<file path="config.mk">
export PLATFORM = sky130hd
export DESIGN_NAME = nibble_serial_add_ctrl_flat
export DESIGN_NICKNAME = d
export VERILOG_FILES = /design/src/rtl/nibble_serial_add_ctrl_if.sv /design/src/rtl/nibble_serial_add_ctrl.sv /design/src/flat_wrapper.sv
export SDC_FILE = /design/constraint.sdc
export NUM_CORES = 1
export LEC_CHECK = 0
export CORE_MARGIN = 5
export CORE_UTILIZATION = 41
export DETAILED_ROUTE_END_ITERATION = 7
export PLACE_DENSITY = 0.75
export SYNTH_ARGS = -nofsm -noshare
export SYNTH_HDL_FRONTEND = slang
export SYNTH_SLANG_ARGS = --single-unit
</file>
<file path="constraint.sdc">
create_clock -name clk -period 1.6 [get_ports clk]
set_input_delay 0.32 -clock clk [delete_from_list [all_inputs] [get_ports clk]]
set_output_delay 0.32 -clock clk [all_outputs]
set_load 0.01 [all_outputs]
</file>
<file path="src/rtl/nibble_serial_add_ctrl_if.sv">
// Operand, adder-slice and result signals of the nibble-serial add sequencer.
// slave is the sequencer's view; master is the surrounding environment's view.
interface nibble_serial_add_ctrl_if #(
  parameter int NIBBLES = 4
);
  localparam int W = 4 * NIBBLES;

  logic         in_valid;
  logic         in_ready;
  logic [W-1:0] in_a;
  logic [W-1:0] in_b;
  logic         in_ci;

  logic [3:0]   add_a;
  logic [3:0]   add_b;
  logic         add_ci;
  logic [3:0]   add_s;
  logic         add_co;

  logic         out_valid;
  logic         out_ready;
  logic [W-1:0] out_sum;
  logic         out_co;

  modport master (
    output in_valid, in_a, in_b, in_ci, out_ready, add_s, add_co,
    input  in_ready, out_valid, out_sum, out_co, add_a, add_b, add_ci
  );

  modport slave (
    input  in_valid, in_a, in_b, in_ci, out_ready, add_s, add_co,
    output in_ready, out_valid, out_sum, out_co, add_a, add_b, add_ci
  );
endinterface

</file>
<file path="src/rtl/nibble_serial_add_ctrl.sv">
// Wide add through one external 4-bit slice; out_valid NIBBLES edges after accept.
// in_ready only in IDLE; the result is held stable in DONE until out_ready.
module nibble_serial_add_ctrl #(
  parameter int NIBBLES = 4
) (
  input logic                    clk,
  input logic                    rst_n,
  nibble_serial_add_ctrl_if.slave bus
);
  localparam int CW = (NIBBLES > 1) ? $clog2(NIBBLES) : 1;
  localparam logic [CW-1:0] CNT_LAST = CW'(NIBBLES - 1);

  typedef enum logic [1:0] {IDLE, RUN, DONE} state_t;

  state_t                    state;
  state_t                    state_nxt;
  logic [CW-1:0]             cnt;
  logic [NIBBLES-1:0][3:0]   a_reg;
  logic [NIBBLES-1:0][3:0]   b_reg;
  logic [NIBBLES-1:0][3:0]   sum_reg;
  logic                      carry_reg;
  logic                      last_nib;

  assign last_nib    = (cnt == CNT_LAST);
  assign bus.out_sum = sum_reg;
  assign bus.out_co  = carry_reg;

  always_ff @(posedge clk) begin
    if (!rst_n) begin
      state     <= IDLE;
      cnt       <= '0;
      a_reg     <= '0;
      b_reg     <= '0;
      sum_reg   <= '0;
      carry_reg <= 1'b0;
    end else begin
      state <= state_nxt;
      case (state)
        IDLE: begin
          if (bus.in_valid) begin
            a_reg     <= bus.in_a;
            b_reg     <= bus.in_b;
            carry_reg <= bus.in_ci;
            cnt       <= '0;
          end
        end
        RUN: begin
          // adder outputs are captured directly; the slice must settle in-cycle
          sum_reg[cnt] <= bus.add_s;
          carry_reg    <= bus.add_co;
          if (!last_nib) begin
            cnt <= cnt + 1'b1;
          end
        end
        default: ;
      endcase
    end
  end

  always_comb begin
    state_nxt     = state;
    bus.in_ready  = 1'b0;
    bus.out_valid = 1'b0;
    bus.add_a     = 4'h0;
    bus.add_b     = 4'h0;
    bus.add_ci    = 1'b0;
    case (state)
      IDLE: begin
        bus.in_ready = 1'b1;
        if (bus.in_valid) begin
          state_nxt = RUN;
        end
      end
      RUN: begin
        bus.add_a  = a_reg[cnt];
        bus.add_b  = b_reg[cnt];
        bus.add_ci = carry_reg;
        if (last_nib) begin
          state_nxt = DONE;
        end
      end
      DONE: begin
        bus.out_valid = 1'b1;
        if (bus.out_ready) begin
          state_nxt = IDLE;
        end
      end
      default: state_nxt = IDLE;
    endcase
  end
endmodule

</file>
<file path="src/flat_wrapper.sv">
// flat-port wrapper written by rule: the top's interface ports become plain ports
module nibble_serial_add_ctrl_flat 
#(
  parameter int NIBBLES = 4
)
  (clk, rst_n, bus_in_valid, bus_in_a, bus_in_b, bus_in_ci, bus_out_ready, bus_add_s, bus_add_co, bus_in_ready, bus_out_valid, bus_out_sum, bus_out_co, bus_add_a, bus_add_b, bus_add_ci);
  nibble_serial_add_ctrl_if #(.NIBBLES(NIBBLES)) bus_i ();
  input logic clk;
  input logic rst_n;
  input wire logic [$bits(bus_i.in_valid)-1:0] bus_in_valid;
  input wire logic [$bits(bus_i.in_a)-1:0] bus_in_a;
  input wire logic [$bits(bus_i.in_b)-1:0] bus_in_b;
  input wire logic [$bits(bus_i.in_ci)-1:0] bus_in_ci;
  input wire logic [$bits(bus_i.out_ready)-1:0] bus_out_ready;
  input wire logic [$bits(bus_i.add_s)-1:0] bus_add_s;
  input wire logic [$bits(bus_i.add_co)-1:0] bus_add_co;
  output wire logic [$bits(bus_i.in_ready)-1:0] bus_in_ready;
  output wire logic [$bits(bus_i.out_valid)-1:0] bus_out_valid;
  output wire logic [$bits(bus_i.out_sum)-1:0] bus_out_sum;
  output wire logic [$bits(bus_i.out_co)-1:0] bus_out_co;
  output wire logic [$bits(bus_i.add_a)-1:0] bus_add_a;
  output wire logic [$bits(bus_i.add_b)-1:0] bus_add_b;
  output wire logic [$bits(bus_i.add_ci)-1:0] bus_add_ci;
  assign bus_i.in_valid = bus_in_valid;
  assign bus_i.in_a = bus_in_a;
  assign bus_i.in_b = bus_in_b;
  assign bus_i.in_ci = bus_in_ci;
  assign bus_i.out_ready = bus_out_ready;
  assign bus_i.add_s = bus_add_s;
  assign bus_i.add_co = bus_add_co;
  assign bus_in_ready = bus_i.in_ready;
  assign bus_out_valid = bus_i.out_valid;
  assign bus_out_sum = bus_i.out_sum;
  assign bus_out_co = bus_i.out_co;
  assign bus_add_a = bus_i.add_a;
  assign bus_add_b = bus_i.add_b;
  assign bus_add_ci = bus_i.add_ci;
  nibble_serial_add_ctrl #(.NIBBLES(NIBBLES)) u_core (.clk(clk), .rst_n(rst_n), .bus(bus_i));
endmodule
</file>
==> results.toml <==
[global_routing]
first_global_vias = 1848
grt_overflow_total = 0
antenna_found_initial = 0
grtUsageTotal = 0.149
grt_first_pass_wirelength_um = 8650
grt_max_degree = 33

[floorplan]
die_w_um = 83.7
dieHeight_um = 83.7
floorplan.initialDensity = 0.428
rows = 26
dieArea_um2 = 7010
io_pins = 70
core-area_um2 = 5200

[worst_setup_path]
cpPeakStageDelay_ns = 0.50
worstPathCellList = "buf_8 -> mux4_2 -> nor2b_4 -> buf_6"
worst-r2r-setup-slack_ns = 0.11
cp.required_ns = 1.28
critPathTopFamily = "multiplexers"
reg2reg_to = "u_core.bus.out_co"
r2r-start = "u_core.state[0]"
path_buf_inv = 2
crit_arrival_ns = 1.56
endpoint_kind = "output port"
reg2regPathDepth = 4
critPathSlowestCell = "mux4_2"
cp_max_fo = 6
crit_type = "flip-flop to output port"
startpoint_type = "flip-flop"

[route]
drcViolationCount = 0
ant_nets = 0
via_count = 1916
drt_wl_total_um = 5290
drt_iter0_markers = 92
drt-wirelength-per-cell_um = 13.4
viasPerCell = 4.84
first_pass_iters = 4

[power]
clock_power_share = 0.291
intPower_mw = 2.01
comb_power_share = 0.179
power_density_nw_per_um2 = 819
p_sw_mw = 0.663
power_frac_seq = 0.530
swShare = 0.248
power.total_mw = 2.67
vdd_ir_drop_max_uv = 606
power.leakage_nw = 1.32

[timing]
setup_slack_ns = -0.278
final.min_clock_period_ns = 1.88
slew_headroom = 0.750
drv_slew = 0
fmaxAchievable_ghz = 0.532
worstMarginPinSlew_ns = 0.366
period_share = 1.17
setup_viol = 8
skew_ns = 0.0111
final_hold_viol_count = 0
rsz0062_at_grt = "yes"

[worst_hold_path]
hold_class = "flip-flop to flip-flop"
hold_end = "u_core.b_reg[10]"
hold_start = "u_core.b_reg[10]"
holdPathStages = 2

[cts]
cts_tree = "built"
cts_buffer_depth = 2
insertion_delay_ns = 0.31
cts_sinks = 53
cts_hold_buffers = 0
htreeDepth = 2
cts_made_buffers = 5
clock-root-buffer = "clkbuf_8"
clk_pin_slew_worst_paths_ns = 0.09

[synth]
synth.distinct_cells = 24
syn_area_per_cell_um2 = 9.13
synth_warnings = 0
synth_seq_area_share = 0.476
syn_nets = 290
synth_top_cell_area_share = 0.476
syn_area_um2 = 2230
synth_area_leader_cell = "dfxtp_1"
synth_area_leaders = "dfxtp_1 (48%), nand2_1 (11%), mux4_2 (8.1%), a21oi_1 (7.4%), mux2i_1 (7.2%)"
syn_inst = 244
ys_seq_elements = 53

[cells_and_area]
num_antenna_cells = 0
fin_nets = 371
syn2layout_area_growth_pct = 46.6
final_cell_area_um2 = 3270
drive_gt1_frac = 0.190

[place]
placed_cell_area_um2 = 3060
globalplace.congestion = 0.768
place_hpwl_um = 3830
port_buffers = 69

[status]
status = "finished with violations"
violations = "setup timing"

[job]
cap_violations = 0
-- cell usage after synthesis --
master	instances
nand2_1	66
dfxtp_1	53
a21oi_1	33
nor2_1	20
mux2i_1	16
nor2b_1	9
mux4_2	8
buf_2	7
clkbuf_1	5
ha_1	4
nand3b_1	4
buf_6	3
inv_1	3
nand2b_1	2
o21ai_0	2
a2111oi_0	1
a311oi_2	1
buf_4	1
clkinv_1	1
nor3b_2	1
o31ai_1	1
o32ai_1	1
or3b_1	1
or4_1	1
-- power by group through the flow --
stage	Combinational, mW	Sequential [mW]	Clock, mW
after floorplan	0.225	1.44	0
after global placement	0.443	1.44	0
after detailed placement	0.447	1.45	0
after CTS	0.450	1.42	0.796
after global routing	0.525	1.43	0.857
final	0.479	1.42	0.777
-- through the flow --
step | TNS, ns | hold WS [ns] | util | cells | setup WS, ns
after detailed placement | -6.34 | 0.446 | 0.587 | 384 | -0.329
after CTS | -2.08 | 0.459 | 0.604 | 393 | -0.297
final | -2.00 | 0.455 | 0.627 | 396 | -0.278
after floorplan | 0 | 0.433 | - | 244 | 0.0222
after global placement | -6.23 | 0.440 | 0.587 | 384 | -0.326
after global routing | -2.51 | 0.476 | 0.627 | 396 | -0.344
-- cells by family after synthesis --
family                     share of synthesized area
adders and majority gates                     0.0225
DFF                                            0.476
AOI/OAI and AO/OA                             0.0966
and+or+nand+nor                                0.202
muxes                                          0.153
buffers and inverters                         0.0494
-- placed cells by master (no fill, tap or decap), types with 2 or more instances in the layout --
| cell type | n |
|---|---|
| clkbuf_8 | 6 |
| buf_6 | 10 |
| dfxtp_2 | 2 |
| o21ai_0 | 2 |
| nand3b_1 | 4 |
| nor2_1 | 20 |
| clkdlybuf4s50_1 | 58 |
| buf_8 | 2 |
| clkdlybuf4s15_1 | 2 |
| a21oi_1 | 33 |
| inv_1 | 2 |
| nand2_1 | 66 |
| mux4_2 | 8 |
| ha_1 | 3 |
| dfxtp_1 | 50 |
| buf_4 | 12 |
| mux2i_1 | 16 |
| nor2b_1 | 3 |
| nor2b_4 | 5 |
| buf_2 | 5 |
-- layer usage --
| layer | wire, um | track usage | vias to the layer above |
|---|---|---|---|
| met4 | 72 | 0.0439 | 0 |
| met3 | 288 | 0.0365 | 6 |
| met2 | 2640 | 0.256 | 40 |
| met1 | 2290 | 0.184 | 892 |
| li1 | - | - | 978 |
| met5 | 0 | 0 | - |
-- how the worst max path moves through the flow --
stage	start	endpoint	cells past startpoint
finish	u_core.cnt[0]	bus_add_a[2]	4
global route	u_core.cnt[0]	bus_add_a[1]	4
CTS	u_core.cnt[0]	bus_add_a[0]	4
detailed placement	u_core.cnt[0]	bus_add_a[2]	4
global placement	u_core.cnt[0]	bus_add_a[0]	4
floorplan	u_core.cnt[0]	bus_add_a[0]	3
-- repair_timing --
action,CTS,global route
pin swaps,0,2
gates resized for setup,44,28
buffers inserted,1,3
setup endpoints to repair,12,25
gates cloned,0,1
-- worst min-delay path: stages (launching register included) --
cell and delay (ns):
dfxtp_1 0.32, nand2_1 0.05, a21oi_1 0.05
-- area by class of cell --
class                      instances  area [um2]
tap                               70        87.6
clock buffer                       6        82.6
clock inverter                     2        13.8
timing repair buffer              90         878
fill                             445        1940
sequential                        53        1070
multi-input combinational        171        1120
inverter                           4        15.0
(Power assumes the default switching activity.)
